## src/rtl/dmem_loader_pkg.sv

```systemverilog
// -----------------------------------------------------------------------------
// dmem_loader_pkg
// Shared definitions for the data-memory loader, the CPU it feeds and its
// testbench: the loader FSM state encoding and the functions that derive the
// operand/result memory layout from the matrix dimensions.
//
// Layout (byte addresses, ascending):
//   0 .. M*N*4-1              matrix words, row-major, MSB byte first
//   M*N*4 .. LOAD_BYTES-1     vector words, MSB byte first
//   RES_BASE .. +RES_BYTES-1  result words, zeroed before the CPU starts
// -----------------------------------------------------------------------------
package dmem_loader_pkg;

   // Loader FSM encoding, kept as plain constants so older tools and the CPU
   // side can compare against the same values.
   localparam int         ST_W      = 3;
   localparam logic [2:0] ST_IDLE   = 3'd0;
   localparam logic [2:0] ST_LOAD   = 3'd1;
   localparam logic [2:0] ST_CLEAR  = 3'd2;
   localparam logic [2:0] ST_START  = 3'd3;
   localparam logic [2:0] ST_RUN    = 3'd4;
   localparam logic [2:0] ST_FINISH = 3'd5;

   // Bytes streamed in: the M x N matrix followed by the N-element vector.
   function automatic int load_bytes(input int m, input int n);
      return m * n * 4 + n * 4;
   endfunction

   // Results sit directly after the operands.
   function automatic int res_base(input int m, input int n);
      return load_bytes(m, n);
   endfunction

   // One 32-bit result word per matrix row.
   function automatic int res_bytes(input int m);
      return m * 4;
   endfunction

endpackage

```

## src/rtl/dmem_loader_sat_counter16.sv

```systemverilog
// -----------------------------------------------------------------------------
// sat_counter16
// 16-bit up counter with synchronous reset, synchronous clear and enable.
// Stops at 16'hFFFF instead of wrapping.
//
// Ports:
//   i_clk    clock, rising edge
//   i_srst   synchronous active-high reset
//   i_clr    synchronous clear (wins over enable)
//   i_en     count enable
//   o_count  current count
// -----------------------------------------------------------------------------
module sat_counter16 (
   input  logic        i_clk,
   input  logic        i_srst,
   input  logic        i_clr,
   input  logic        i_en,
   output logic [15:0] o_count
);

   logic [15:0] r_count;

   // NOTE: sequential state is updated with non-blocking assignments only, so
   // every flop samples its inputs from before the edge regardless of the
   // order in which always_ff blocks are evaluated.
   always_ff @(posedge i_clk) begin
      if (i_srst || i_clr) begin
         r_count <= '0;
      end else if (i_en && (r_count != 16'hFFFF)) begin
         r_count <= r_count + 16'd1;
      end
   end

   assign o_count = r_count;

endmodule

```

## src/rtl/dmem_loader.sv

```systemverilog
// -----------------------------------------------------------------------------
// dmem_loader
// Streams matrix/vector operands into the CPU data memory, zeroes the result
// area, releases the CPU with a one-cycle start pulse and counts the cycles
// until the CPU reports completion.
//
// Ports:
//   CLOCK_50    clock, all logic on the rising edge
//   reset       synchronous active-high reset
//   load_req    one-cycle request to start a load (honoured in IDLE/FINISH)
//   in_valid    in_byte carries a valid byte
//   in_byte     operand byte stream, MSB byte of each word first
//   in_ready    loader accepts in_byte this cycle (LOAD only)
//   mem_we      byte write strobe to the data memory
//   mem_addr    byte write address
//   mem_wdata   byte write data
//   cpu_start   one-cycle pulse releasing the CPU
//   cpu_done    CPU end-of-program level, only looked at in RUN
//   busy        high in LOAD, CLEAR, START and RUN
//   finished    high in FINISH
//   run_cycles  cycles spent in RUN, saturating at 16'hFFFF
// -----------------------------------------------------------------------------
module dmem_loader
   import dmem_loader_pkg::*;
#(
   parameter int M      = 3,
   parameter int N      = 4,
   parameter int ADDR_W = 8
) (
   input  logic              CLOCK_50,
   input  logic              reset,
   input  logic              load_req,
   input  logic              in_valid,
   input  logic [7:0]        in_byte,
   output logic              in_ready,
   output logic              mem_we,
   output logic [ADDR_W-1:0] mem_addr,
   output logic [7:0]        mem_wdata,
   output logic              cpu_start,
   input  logic              cpu_done,
   output logic              busy,
   output logic              finished,
   output logic [15:0]       run_cycles
);

   localparam int LOAD_BYTES = load_bytes(M, N);
   localparam int RES_BASE   = res_base(M, N);
   localparam int RES_BYTES  = res_bytes(M);

   localparam logic [ADDR_W-1:0] LOAD_LAST  = ADDR_W'(LOAD_BYTES - 1);
   localparam logic [ADDR_W-1:0] CLEAR_LAST = ADDR_W'(RES_BYTES - 1);
   localparam logic [ADDR_W-1:0] RES_BASE_A = ADDR_W'(RES_BASE);

   logic [ST_W-1:0]   r_state;
   logic [ADDR_W-1:0] r_cnt;      // byte index within LOAD or CLEAR

   logic              w_in_ready;
   logic              w_mem_we;
   logic [ADDR_W-1:0] w_mem_addr;
   logic [7:0]        w_mem_wdata;
   logic              w_cpu_start;
   logic              w_run;
   logic              w_cnt_clr;

   // ---------------------------------------------------------------- FSM
   always_ff @(posedge CLOCK_50) begin
      if (reset) begin
         r_state <= ST_IDLE;
         r_cnt   <= '0;
      end else begin
         case (r_state)
            ST_IDLE: begin
               if (load_req) begin
                  r_state <= ST_LOAD;
                  r_cnt   <= '0;
               end
            end
            ST_LOAD: begin
               // Gaps (in_valid=0) simply hold the counter.
               if (in_valid) begin
                  if (r_cnt == LOAD_LAST) begin
                     r_state <= ST_CLEAR;
                     r_cnt   <= '0;
                  end else begin
                     r_cnt <= r_cnt + ADDR_W'(1);
                  end
               end
            end
            ST_CLEAR: begin
               if (r_cnt == CLEAR_LAST) begin
                  r_state <= ST_START;
                  r_cnt   <= '0;
               end else begin
                  r_cnt <= r_cnt + ADDR_W'(1);
               end
            end
            ST_START: begin
               r_state <= ST_RUN;
            end
            ST_RUN: begin
               if (cpu_done) begin
                  r_state <= ST_FINISH;
               end
            end
            ST_FINISH: begin
               if (load_req) begin
                  r_state <= ST_LOAD;
                  r_cnt   <= '0;
               end
            end
            default: begin
               r_state <= ST_IDLE;
               r_cnt   <= '0;
            end
         endcase
      end
   end

   // ----------------------------------------------------- datapath outputs
   // Strobes are masked while reset is high so an abort in LOAD or CLEAR
   // cannot issue one last write on the reset cycle itself.
   // NOTE: every signal written in this always_comb receives a default first;
   // a path that leaves one unassigned would infer a latch.
   always_comb begin
      w_in_ready  = 1'b0;
      w_mem_we    = 1'b0;
      w_mem_addr  = r_cnt;
      w_mem_wdata = 8'h00;
      w_cpu_start = 1'b0;
      if (!reset) begin
         case (r_state)
            ST_LOAD: begin
               w_in_ready  = 1'b1;
               w_mem_we    = in_valid;
               w_mem_wdata = in_byte;
            end
            ST_CLEAR: begin
               w_mem_we   = 1'b1;
               w_mem_addr = RES_BASE_A + r_cnt;
            end
            ST_START: begin
               w_cpu_start = 1'b1;
            end
            default: begin
               w_in_ready = 1'b0;
            end
         endcase
      end
   end

   assign in_ready  = w_in_ready;
   assign mem_we    = w_mem_we;
   assign mem_addr  = w_mem_addr;
   assign mem_wdata = w_mem_wdata;
   assign cpu_start = w_cpu_start;
   assign busy      = (r_state != ST_IDLE) && (r_state != ST_FINISH);
   assign finished  = (r_state == ST_FINISH);

   // ------------------------------------------------------ run-cycle count
   // The cycle on which cpu_done is seen is still a RUN cycle, so it counts.
   // The count survives in FINISH and is only cleared by a new load from
   // FINISH (or by reset).
   assign w_run     = (r_state == ST_RUN);
   assign w_cnt_clr = (r_state == ST_FINISH) && load_req;

   sat_counter16 u_run_cnt (
      .i_clk   (CLOCK_50),
      .i_srst  (reset),
      .i_clr   (w_cnt_clr),
      .i_en    (w_run),
      .o_count (run_cycles)
   );

endmodule

```

## config.mk

```make
export PLATFORM = sky130hd
export DESIGN_NAME = dmem_loader
export DESIGN_NICKNAME = d
export VERILOG_FILES = /design/src/rtl/dmem_loader_pkg.sv /design/src/rtl/dmem_loader_sat_counter16.sv /design/src/rtl/dmem_loader.sv
export SDC_FILE = /design/constraint.sdc
export NUM_CORES = 1
export LEC_CHECK = 0
export CAP_MARGIN = 40
export CORE_MARGIN = 2
export CORE_UTILIZATION = 30
export CTS_BUF_LIST = sky130_fd_sc_hd__clkbuf_8
export CTS_CLUSTER_SIZE = 20
export DETAILED_ROUTE_END_ITERATION = 6
export PLACE_DENSITY_LB_ADDON = 0.25
export SETUP_SLACK_MARGIN = 0.3
export SLEW_MARGIN = 0
export SYNTH_ARGS = -nofsm -noshare
export SYNTH_HDL_FRONTEND = slang
export SYNTH_SLANG_ARGS = --single-unit
```

## constraint.sdc

```tcl
create_clock -name CLOCK_50 -period 1.9 [get_ports CLOCK_50]
set_input_delay 0.19 -clock CLOCK_50 [delete_from_list [all_inputs] [get_ports CLOCK_50]]
set_output_delay 0.19 -clock CLOCK_50 [all_outputs]
set_load 0.01 [all_outputs]
```

==> results.sh, run 1 <==
export IMPL_status="finished clean"
export IMPL_ys_ff_latch=27
export IMPL_core_area_um2=5200
export IMPL_ctsHtreeMaxLevel=1
export IMPL_io_buffers=49
export IMPL_clkLatencyLatePin_ns=0.27
export IMPL_initial_core_util_pct=31.6
export IMPL_tightest_slew_ns=0.446
export IMPL_root_buffer="clkbuf_8"
export IMPL_synth_top_area_share_pct=32.9
export IMPL_hold_violations=0
export IMPL_rows=26
export IMPL_cts_clk_slew_worst_paths_ns=0.10
export IMPL_vias_per_cell=4.95
export IMPL_syn_area_per_cell_um2=8.07
export IMPL_io_pins=50
export IMPL_grt_antenna_before_repair=0
export IMPL_grt_util_all_layers_pct=14.7
export IMPL_grt_ovfl_total=0
export IMPL_die_w_um=78.1
export IMPL_final_common_cell="clkdlybuf4s50_1"
export IMPL_critPathKind="register to primary output"
export IMPL_r2r_cells=6
export IMPL_yosysUniqueCellTypes=46
export IMPL_drt_pass1_iterations=4
export IMPL_finClkSkew_ns=0.00249
export IMPL_layout_common_cells="clkdlybuf4s50_1 (34), buf_4 (23), nor2_1 (19)"
export IMPL_syn_cell_area_um2=1650
export IMPL_gp_congestion=0.797
export IMPL_grt_pass1_vias=1601
export IMPL_crit_fanout=6
export IMPL_routed_wl_mm=4.70
export IMPL_clock_path_buffers=2
export IMPL_antenna_cells=0
export IMPL_cts_tree="done"
export IMPL_ys_async_sr_fraction_pct=0
export IMPL_cap_viol_max_count=0
export IMPL_place_area_um2=2270
export IMPL_wl_per_cell_um=13.5
export IMPL_drc=0
export IMPL_synthTopCellsByArea="dfxtp_1 (33%), xnor2_1 (5.3%), nor2_1 (4.8%)"
export IMPL_timing_fmax_mhz=585
export IMPL_irDropWorstVdd_mv=0.295
export IMPL_rsz0062_at_grt="true"
export IMPL_ant_nets=0
export IMPL_start_kind="register"
export IMPL_drt_first_iter_violations=69
export IMPL_yosysSeqAreaShare_pct=32.9
export IMPL_yosysTopAreaCell="dfxtp_1"
export IMPL_leakage_nw=1.02
export IMPL_clock_sinks=27
export IMPL_hp_class="register to register"
export IMPL_ys_flop_type="dfxtp_1"
export IMPL_post_dp_hpwl_mm=3.13
export IMPL_arrival_ns=1.52
export IMPL_syn2layout_area_growth_pct=70.1
export IMPL_cts_buffers_inserted=3
export IMPL_drive_gt1_share_pct=43.2
export IMPL_grt_max_degree=16
export IMPL_die_height_um=78.1
export IMPL_grt_first_pass_wirelength_mm=7.52
export IMPL_holdPathStages=2
export IMPL_powerDensity_nw_per_um2=414
export IMPL_slew_headroom_pct=69.9
export IMPL_slew_violations=0
export IMPL_die_area_um2=6090
export IMPL_design_area_um2=2800
export IMPL_end_kind="primary output"
export IMPL_synth_nets=220
export IMPL_fin_nets=295
export IMPL_final_setup_viol_count=0
export IMPL_period_needed_ns=1.71
export IMPL_synth_warnings=0
export IMPL_ctsHoldBuffers=0
export IMPL_vias=1724
export IMPL_cp_required_ns=1.71
export IMPL_finalSetupTns_ns=0
export IMPL_post_route_period_util_pct=90.0
export IMPL_syn_inst=204
export IMPL_synth_edff_count=0
==> kinds of logic after synthesis <==
kind of cell               Yosys count  synth area share [%]
buffers and inverters               20                  7.38
xor gates and xnor gates            12                  6.39
and+or+nand+nor                    101                  35.0
DFF                                 27                  32.9
muxes                                2                  1.52
adders and majority gates            3                  2.28
AOI/OAI and AO/OA                   39                  14.6
==> what timing repair did <==
item / in CTS / in global routing
buffers inserted: 6 / 11
cloned: 1 / 0
endpoints found under the setup margin: 32 / 38
pin swaps: 20 / 23
gates resized for setup: 95 / 65
==> sequential cells by signal, summed over array words and instances, names as in the netlist <==
name	flops
r_state	3
u_run_cnt.o_count	16
r_cnt	8
==> worst max-delay path, cell delays in order (launching register included) <==
cell and delay [ns]:
dfxtp_4 0.42, inv_4 0.05, nor4_4 0.30, buf_2 0.17, buf_6 0.09, and2_4 0.12, buf_6 0.09
==> synthesized netlist by cell type, drive strengths merged (2+ instances only) <==
cell,count
a211oi,3
a21boi,3
a21oi,11
a22oi,2
a31o,2
a31oi,3
and2,11
and3,5
and4,2
and4bb,2
buf,13
dfxtp,27
ha,3
inv,6
nand2,13
nand3,12
nand4,4
nor2,21
nor2b,3
nor3,6
nor3b,3
nor4,7
o21ai,11
or3,6
xnor2,10
xor2,2
==> metrics by stage <==
stage	power [W]	cells	hold WS (ns)	utilization, %	setup WS [ns]
4_1_cts	0.00113	337	0.512	47.4	0.0945
3_5_place_dp	0.000766	326	0.502	43.6	0.0257
3_3_place_gp	0.000766	326	0.484	43.6	0.0318
6_report	0.00116	348	0.515	53.8	0.190
5_1_grt	0.00121	348	0.531	53.8	0.110
2_1_floorplan	0.000684	204	0.428	-	0.314
==> where the power goes <==
group / internal (W) / switching, W / total, W
Combinational: 0.000141 / 0.000104 / 0.000245
Clock: 0.000147 / 0.000191 / 0.000338
Sequential: 0.000566 / 0.00000971 / 0.000575
Total: 0.000854 / 0.000305 / 0.00116
==> worst paths after layout <==
kind | from | end | slack [ns]
setup reg to reg | r_state[0] | u_run_cnt.o_count[7] | 0.26
hold / removal | r_cnt[7] | r_cnt[7] | 0.51
setup / recovery | r_state[0] | mem_wdata[1] | 0.19
hold reg to reg | r_cnt[7] | r_cnt[7] | 0.51
==> cell type report <==
| type | instances | area [um2] |
|---|---|---|
| Fill cell | 491 | 2410 |
| Multi-Input combinational cell | 157 | 1290 |
| Timing Repair Buffer | 84 | 783 |
| Sequential cell | 27 | 566 |
| Tap cell | 70 | 87.6 |
| Clock buffer | 3 | 41.3 |
| Inverter | 6 | 25.0 |
| Clock inverter | 1 | 5.00 |
==> layer usage <==
layer	track usage (%)	vias up	wire length, um
li1	-	878	-
met1	20.2	800	2190
met2	23.2	42	2180
met3	3.22	4	286
met4	4.04	0	47
met5	0	-	0
Note: power is estimated with default switching activity, not from simulation.
==> run 2, diff against run 1 <==
--- a/config.mk
+++ b/config.mk
@@ -7,7 +7,7 @@
 export LEC_CHECK = 0
 export CAP_MARGIN = 40
 export CORE_MARGIN = 2
-export CORE_UTILIZATION = 30
+export CORE_UTILIZATION = 45
 export CTS_BUF_LIST = sky130_fd_sc_hd__clkbuf_8
 export CTS_CLUSTER_SIZE = 20
 export DETAILED_ROUTE_END_ITERATION = 6
==> run 2 against run 1 <==
  * Via count up 8.2%
  * Routed wire length up 17%
  * Combinational power up 2%
  * Cell count down 5.7%
  * First-iteration DRC count up 46%
  * Register-to-register slack worse by 0.02 ns
==> results.sh, run 2 (synthesis results as in run 1) <==
export IMPL_rsz0062_at_grt="true"
export IMPL_grt_ovfl_total=0
export IMPL_irDropWorstVdd_mv=0.552
export IMPL_clock_path_buffers=2
export IMPL_worst_slack_ns=0.136
export IMPL_vias_per_cell=5.69
export IMPL_routed_wl_mm=5.52
export IMPL_cp_required_ns=1.71
export IMPL_status="finished clean"
export IMPL_hold_violations=0
export IMPL_clock_sinks=27
export IMPL_place_ws_ns=0.0281
export IMPL_place_area_um2=2220
export IMPL_period_needed_ns=1.76
export IMPL_initial_core_util_pct=48.2
export IMPL_arrival_ns=1.57
export IMPL_tightest_slew_ns=0.350
export IMPL_ctsHtreeMaxLevel=1
export IMPL_ant_nets=0
export IMPL_cpMostUsedCell="buf_6"
export IMPL_die_height_um=64.5
export IMPL_final_common_cell="clkdlybuf4s50_1"
export IMPL_finalSetupTns_ns=0
export IMPL_timing_fmax_mhz=567
export IMPL_core_area_um2=3420
export IMPL_grt_first_pass_wirelength_mm=7.06
export IMPL_leakage_nw=1.04
export IMPL_placedCellCount=301
export IMPL_design_area_um2=2770
export IMPL_clkLatencyLatePin_ns=0.28
export IMPL_largest_reg_flops=16
export IMPL_start_kind="register"
export IMPL_rows=21
export IMPL_wl_per_cell_um=16.8
export IMPL_cp_cell_sequence="buf_6 > nor3b_4 > nor2b_4 > buf_6 > nand2_2 > o21ai_1 > buf_2"
export IMPL_final_setup_viol_count=0
export IMPL_grt_antenna_before_repair=0
export IMPL_drt_pass1_iterations=4
export IMPL_cts_clk_slew_worst_paths_ns=0.10
export IMPL_slew_headroom_pct=76.6
export IMPL_critPathKind="register to primary output"
export IMPL_io_buffers=49
export IMPL_vias=1866
export IMPL_cpMaxStageDelayCell="dfxtp_4"
export IMPL_slew_violations=0
export IMPL_post_dp_hpwl_mm=2.96
export IMPL_cts_buffers_inserted=3
export IMPL_io_pins=50
export IMPL_antenna_cells=0
export IMPL_die_area_um2=4160
export IMPL_crit_fanout=3
export IMPL_syn2layout_area_growth_pct=68.5
export IMPL_grt_pass1_vias=1537
export IMPL_die_w_um=64.5
export IMPL_powerDensity_nw_per_um2=416
export IMPL_drc=0
export IMPL_finClkSkew_ns=0.0154
export IMPL_fin_nets=299
export IMPL_layout_common_cells="clkdlybuf4s50_1 (33), buf_4 (23), buf_6 (21)"
export IMPL_drive_gt1_share_pct=44.0
export IMPL_drt_first_iter_violations=101
export IMPL_end_kind="primary output"
export IMPL_ctsHoldBuffers=0
export IMPL_grt_util_all_layers_pct=21.2
export IMPL_hp_class="register to register"
export IMPL_fin_cells=328
export IMPL_gp_congestion=0.870
export IMPL_root_buffer="clkbuf_8"
export IMPL_cap_viol_max_count=0
export IMPL_post_route_period_util_pct=92.8
export IMPL_critPathMaxStageDelay_ns=0.38
export IMPL_cts_tree="done"
export IMPL_grt_max_degree=16
-- run 2: cell types whose count changed in the layout (fill, tap and decap cells not counted), moves of 2 or more --
cell and change:
and4bb_4 -2, a21oi_1 +2, buf_12 -2, buf_6 +5, and4bb_2 +2, nand2_2 +2
-- run 2: repair_timing --
action / 4_1_cts / 5_1_grt
hold endpoints to repair: 0 / 0
gates cloned: 1 / 1
setup endpoints to repair: 29 / 40
setup buffers: 10 / 11
pin swaps: 7 / 35
resized for setup: 73 / 90
-- run 2: stage by stage --
step	util (%)	total power [W]	hold slack [ns]
2_1_floorplan	-	0.000684	0.428
3_3_place_gp	65.0	0.000760	0.486
3_5_place_dp	65.0	0.000761	0.497
4_1_cts	70.3	0.00110	0.493
5_1_grt	81.2	0.00121	0.520
6_report	81.2	0.00115	0.501
-- run 2: worst paths after layout --
check	start	endpoint	slack (ns)	cells past startpoint
worst max-delay path	r_state[2]	mem_addr[7]	0.14	7
worst min-delay path	r_cnt[0]	r_cnt[0]	0.50	1
worst min register to register	r_cnt[0]	r_cnt[0]	0.50	1
worst max register to register	r_state[0]	u_run_cnt.o_count[6]	0.24	6
-- run 2: worst max-delay path: cells and delay by family (launching register included) --
kind | cells | cell delay (ns)
AND/OR/NAND/NOR | 3 | 0.46
AO/OA/AOI/OAI | 1 | 0.06
buffers and inverters | 3 | 0.40
flip-flops | 1 | 0.38
-- run 2: cell type report --
class | count | area, um2
clock buffer | 3 | 41.3
timing repair buffer | 88 | 803
inverter | 6 | 22.5
sequential | 27 | 569
fill | 210 | 643
tap | 46 | 57.6
clock inverter | 1 | 5.00
multi-input combinational | 157 | 1270
-- run 2: routing by layer --
layer	global-route usage (%)	vias to the layer above	wire [um]
met3	5.38	14	395
met1	27.1	884	2190
met2	35.8	84	2810
li1	-	884	-
met5	0	-	0
met4	5.05	0	125
-- run 2: power by group --
group | total, W | switching [W] | internal [W] | leakage, nW
combinational | 0.000249 | 0.000113 | 0.000136 | 0.788
clock | 0.000331 | 0.000183 | 0.000147 | 0.0255
sequential | 0.000575 | 0.00000959 | 0.000565 | 0.225
total | 0.00115 | 0.000306 | 0.000849 | 1.04
==> run 3, diff against run 2 <==
--- a/config.mk
+++ b/config.mk
@@ -13,7 +13,6 @@
 export DETAILED_ROUTE_END_ITERATION = 6
 export PLACE_DENSITY_LB_ADDON = 0.25
 export SETUP_SLACK_MARGIN = 0.3
-export SLEW_MARGIN = 0
 export SYNTH_ARGS = -nofsm -noshare
 export SYNTH_HDL_FRONTEND = slang
 export SYNTH_SLANG_ARGS = --single-unit
==> results of run 3 <==
Final layout, timing and power as in run 2 (identical DEF).
